## config.mk

```make
export PLATFORM = sky130hd
export DESIGN_NAME = pipeline_hazard_unit
export DESIGN_NICKNAME = d
export VERILOG_FILES = /design/src/rtl/pipeline_hazard_unit.sv
export SDC_FILE = /design/constraint.sdc
export NUM_CORES = 1
export LEC_CHECK = 0
export ABC_AREA = 1
export CAP_MARGIN = 15
export CORE_ASPECT_RATIO = 0.9
export CORE_MARGIN = 5
export CORE_UTILIZATION = 28
export CTS_CLUSTER_DIAMETER = 50
export DETAILED_ROUTE_END_ITERATION = 6
export PLACE_DENSITY = 0.79
export SYNTH_ARGS = -nofsm -noshare
export SYNTH_HDL_FRONTEND = slang
export SYNTH_SLANG_ARGS = --single-unit
export TNS_END_PERCENT = 1
```

## constraint.sdc

```tcl
create_clock -name CLK -period 1.25 [get_ports CLK]
set_clock_uncertainty 0.1 [all_clocks]
set_input_delay 0.25 -clock CLK [delete_from_list [all_inputs] [get_ports CLK]]
set_output_delay 0.25 -clock CLK [all_outputs]
set_load 0.03 [all_outputs]
```

## src/rtl/pipeline_hazard_unit.sv

```systemverilog
// Purpose: pipeline freeze/bubble/squash control for the four pipe registers and the PC.
// Latency: control outputs are combinational from state and inputs; state and counters update on CLK.
// Backpressure: a data-cache miss freezes everything up to MEM and feeds bubbles into WB until dhit.
//
// Ports:
//   CLK, RST                  core clock, synchronous active-high reset
//   ihit, dhit                fetch / data access completes this cycle
//   ifid_rs, ifid_rt,
//   ifid_uses_rt              source operands of the instruction in ID
//   idex_dREN, idex_wsel      load flag and destination of the instruction in EX
//   exmem_dREN, exmem_dWEN    memory access of the instruction in MEM
//   ex_redirect               taken branch/jump resolved in EX
//   memwb_halt                halt instruction reached WB
//   pcEN, *_EN, *_flush       PC and pipe register controls
//   halted                    sticky halt indication
//   stall_cnt, flush_cnt      performance counters (built only with HAZARD_PERF_CNT_EN)
//
// Macro HAZARD_PERF_CNT_EN: when defined, the saturating stall/flush counters are
// built; otherwise both counter outputs are tied to zero and no counter flops exist.

module pipeline_hazard_unit #(
    parameter int CNT_W = 16
) (
    input  logic             CLK,
    input  logic             RST,
    input  logic             ihit,
    input  logic             dhit,
    input  logic [4:0]       ifid_rs,
    input  logic [4:0]       ifid_rt,
    input  logic             ifid_uses_rt,
    input  logic             idex_dREN,
    input  logic [4:0]       idex_wsel,
    input  logic             exmem_dREN,
    input  logic             exmem_dWEN,
    input  logic             ex_redirect,
    input  logic             memwb_halt,
    output logic             pcEN,
    output logic             ifid_EN,
    output logic             ifid_flush,
    output logic             idex_EN,
    output logic             idex_flush,
    output logic             exmem_EN,
    output logic             exmem_flush,
    output logic             memwb_EN,
    output logic             memwb_flush,
    output logic             halted,
    output logic [CNT_W-1:0] stall_cnt,
    output logic [CNT_W-1:0] flush_cnt
);

    typedef enum logic [1:0] {
        RUN   = 2'd0,
        DWAIT = 2'd1,
        HALT  = 2'd2
    } state_t;

    state_t state;

    logic dmem;
    logic dstall;
    logic luse;
    logic redirect_take;

    assign dmem   = exmem_dREN | exmem_dWEN;
    assign dstall = dmem & ~dhit;

    // A load writing $zero never creates a dependency; rt only matters when it is read.
    assign luse = idex_dREN && (idex_wsel != 5'd0) &&
                  ((idex_wsel == ifid_rs) || (ifid_uses_rt && (idex_wsel == ifid_rt)));

    assign halted = (state == HALT);

    // State register: HALT is absorbing until reset and wins over a concurrent miss.
    always_ff @(posedge CLK) begin
        if (RST) begin
            state <= RUN;
        end else begin
            case (state)
                RUN, DWAIT: begin
                    if (memwb_halt)  state <= HALT;
                    else if (dstall) state <= DWAIT;
                    else             state <= RUN;
                end
                HALT:    state <= HALT;
                default: state <= RUN;
            endcase
        end
    end

    always_comb begin
        pcEN          = 1'b1;
        ifid_EN       = 1'b1;
        ifid_flush    = 1'b0;
        idex_EN       = 1'b1;
        idex_flush    = 1'b0;
        exmem_EN      = 1'b1;
        exmem_flush   = 1'b0;
        memwb_EN      = 1'b1;
        memwb_flush   = 1'b0;
        redirect_take = 1'b0;

        if (state == HALT) begin
            pcEN        = 1'b0;
            ifid_EN     = 1'b0;
            idex_EN     = 1'b0;
            exmem_EN    = 1'b0;
            memwb_EN    = 1'b0;
            ifid_flush  = 1'b1;
            idex_flush  = 1'b1;
            exmem_flush = 1'b1;
            memwb_flush = 1'b1;
        end else if (dstall) begin
            // Freeze up to MEM; redirect and load-use wait until the access completes.
            pcEN        = 1'b0;
            ifid_EN     = 1'b0;
            idex_EN     = 1'b0;
            exmem_EN    = 1'b0;
            memwb_flush = 1'b1;
        end else if (ex_redirect) begin
            // Squash the two younger instructions; any outstanding fetch is abandoned.
            ifid_flush    = 1'b1;
            idex_flush    = 1'b1;
            redirect_take = 1'b1;
        end else if (luse) begin
            // Hold PC and IF/ID, push one bubble into EX.
            pcEN       = 1'b0;
            ifid_EN    = 1'b0;
            idex_flush = 1'b1;
        end else if (!ihit) begin
            // Fetch not done: keep PC, feed a bubble into ID, let the rest drain.
            pcEN       = 1'b0;
            ifid_flush = 1'b1;
        end
    end

`ifdef HAZARD_PERF_CNT_EN
    logic stall_inc;

    assign stall_inc = ~pcEN & (state != HALT);

    always_ff @(posedge CLK) begin
        if (RST) begin
            stall_cnt <= '0;
            flush_cnt <= '0;
        end else begin
            if (stall_inc && (stall_cnt != {CNT_W{1'b1}}))
                stall_cnt <= stall_cnt + 1'b1;
            if (redirect_take && (flush_cnt != {CNT_W{1'b1}}))
                flush_cnt <= flush_cnt + 1'b1;
        end
    end
`else
    assign stall_cnt = '0;
    assign flush_cnt = '0;
`endif

endmodule
```

==> results.cfg <==
[status]
run_status = finished with violations
violations = setup timing

[cts]
tritoncts = built
clk_latency_ps = 220
cts-root-buf = clkbuf_4
hold_buffers = 0
clock-sinks = 2
clock_path_buffers = 2
numCtsBuffers = 3
ctsHtreeMaxLevel = 1
clk_pin_slew_worst_paths_ps = 30

[layout]
final_common_cell = conb_1
fillCellCount = 224
area_growth_pct = 71.07
mostFrequentLayoutCells = conb_1 (32), nand2_1 (24), buf_6 (17)
top_regs = state: 2 flops
diodes = 0
fin_util_pct = 48.82
regMostFlops = state
largest_register_ffs = 2
final_nets = 182
drive_gt1_share_pct = 43.87

[power_and_ir_drop]
p_per_area_nw_per_um2 = 707.4
finalPower_w = 0.0007328
ir_worst_vdd_v = 0.0003808
leakage_nw = 0.6013

[setup_path]
cp.arrival_ps = 1140
worstSetupEndpointType = output pin
cp.required_ps = 900
critPathKind = in2out
crit_path_max_fanout = 2
start_kind = input port

[routing]
wl_per_cell_um = 9.055
routed_wl_um = 1648
via_per_inst = 3.725
drt_iter0_drc = 2
num_vias = 678
ant_nets = 0
drtPass1Iterations = 4
drcViolationCount = 0

[sta]
drv_slew = 0
finalSetupViolations = 11
fin_setup_tns_ps = -1686
rsz0062_at_grt = true
layout_setup_ws_ps = -236.7
hold_viol_final = 0
finalCritPeriodShare_pct = 118.9
layout_min_cycle_time_ps = 1487
timing.fmax_ghz = 0.6726

[placement]
hpwlAfterDp_um = 1325
place_ws_ps = -755.8
place.gp.congestion = 0.7383
port_buffers = 34

[floorplan]
num_rows = 16
die_area_sq_um = 3194
die_x_um = 59.02
io_pins = 67
fp.dieH_um = 54.12
coreArea_sq_um = 2122
start_util_pct = 28.54

[synthesis]
synth_seq_cells = 2
ys_types = 12
synth_area_sq_um = 605.6
synth.avg_cell_area_sq_um = 5.312
synth_cells = 114
yosysSeqAreaShare_pct = 6.612
yosys_warnings = 0

[global_route]
grt-ovfl-total = 0
grt_pass1_vias = 566
grt_max_degree = 5
antenna_found_initial = 0
grt_usage_pct = 8.741
grt_pass1_wl_um = 2104

[run]
maxCapViolCount = 0

[hold_path]
hold_path_class = reg2reg
-- layout make-up --
cell class	instances	area, sq um	share of cell area [%]
sequential	2	41.29	3.986
multi-input combinational	88	441.7	42.63
tap	27	33.78	3.261
inverter	21	88.84	8.575
clock buffer	3	22.52	2.174
timing repair buffer	41	407.9	39.37
-- synth_stat cells --
master   number  area (sq um)
nand4_1       1         6.260
buf_4        34         255.2
o21ai_0       1         5.000
inv_1        21         78.83
xnor2_1       1         8.760
nor2_1       12         45.04
a21oi_1       2         10.01
conb_1        1         3.750
dfxtp_1       2         40.04
nand3_1       3         15.01
nor4_1        1         6.260
nand2_1      35         131.4
-- layer usage --
layer	global-route usage, %	wire (um)
met5	0	0
met4	3.396	0
met3	3.118	164
met2	17.65	1000
met1	7.917	482
-- per-stage QoR --
| stage | instance area (sq um) | hold WS, ps | std cells |
|---|---|---|---|
| after floorplan | 749.5 | 219.1 | 145 |
| after global placement | 880.8 | 311.5 | 177 |
| final | 1036 | 322.7 | 182 |
| after global routing | 1036 | 326.2 | 182 |
| after CTS | 965.9 | 324.3 | 182 |
| after detailed placement | 880.8 | 313.5 | 177 |
-- critical path, stage by stage --
cell and delay (ps):
buf_2 70, inv_1 40, nand2_1 60, nand2_1 50
nor2_1 120, nand3_2 90, nand2_2 100, nand3_4 90
nand2_2 80, nand2_2 50, buf_6 130
-- repair_timing --
action / CTS / global route
resized for setup: 108 / 22
setup endpoints to repair: 11 / 11
pin swaps: 28 / 21
buffers inserted: 3 / 0
-- final timing paths --
path	start	end	slack, ps	cells after the start
min reg2reg	state[1]$_SDFF_PP0_	state[0]$_SDFF_PP0_	320	1
max reg2reg	state[1]$_SDFF_PP0_	state[1]$_SDFF_PP0_	250	5
max	ifid_rt[0]	ifid_flush	-240	11
min	state[1]$_SDFF_PP0_	state[0]$_SDFF_PP0_	320	1
-- cell families after synthesis --
logic type | Yosys count | share of synthesized area (%)
buffers and inverters | 55 | 55.17
AO/OA/AOI/OAI | 3 | 2.479
XOR/XNOR | 1 | 1.447
flip-flops | 2 | 6.612
other | 1 | 0.6192
AND/OR/NAND/NOR | 52 | 33.68
-- report_power, final --
part	internal, W	switching [W]	total (W)
combinational	0.000194	0.000327	0.000521
sequential	0.0000690	0.00000272	0.0000717
clock	0.000106	0.0000342	0.000140
total	0.000369	0.000364	0.000733
Note: power is estimated with default switching activity, not from simulation.
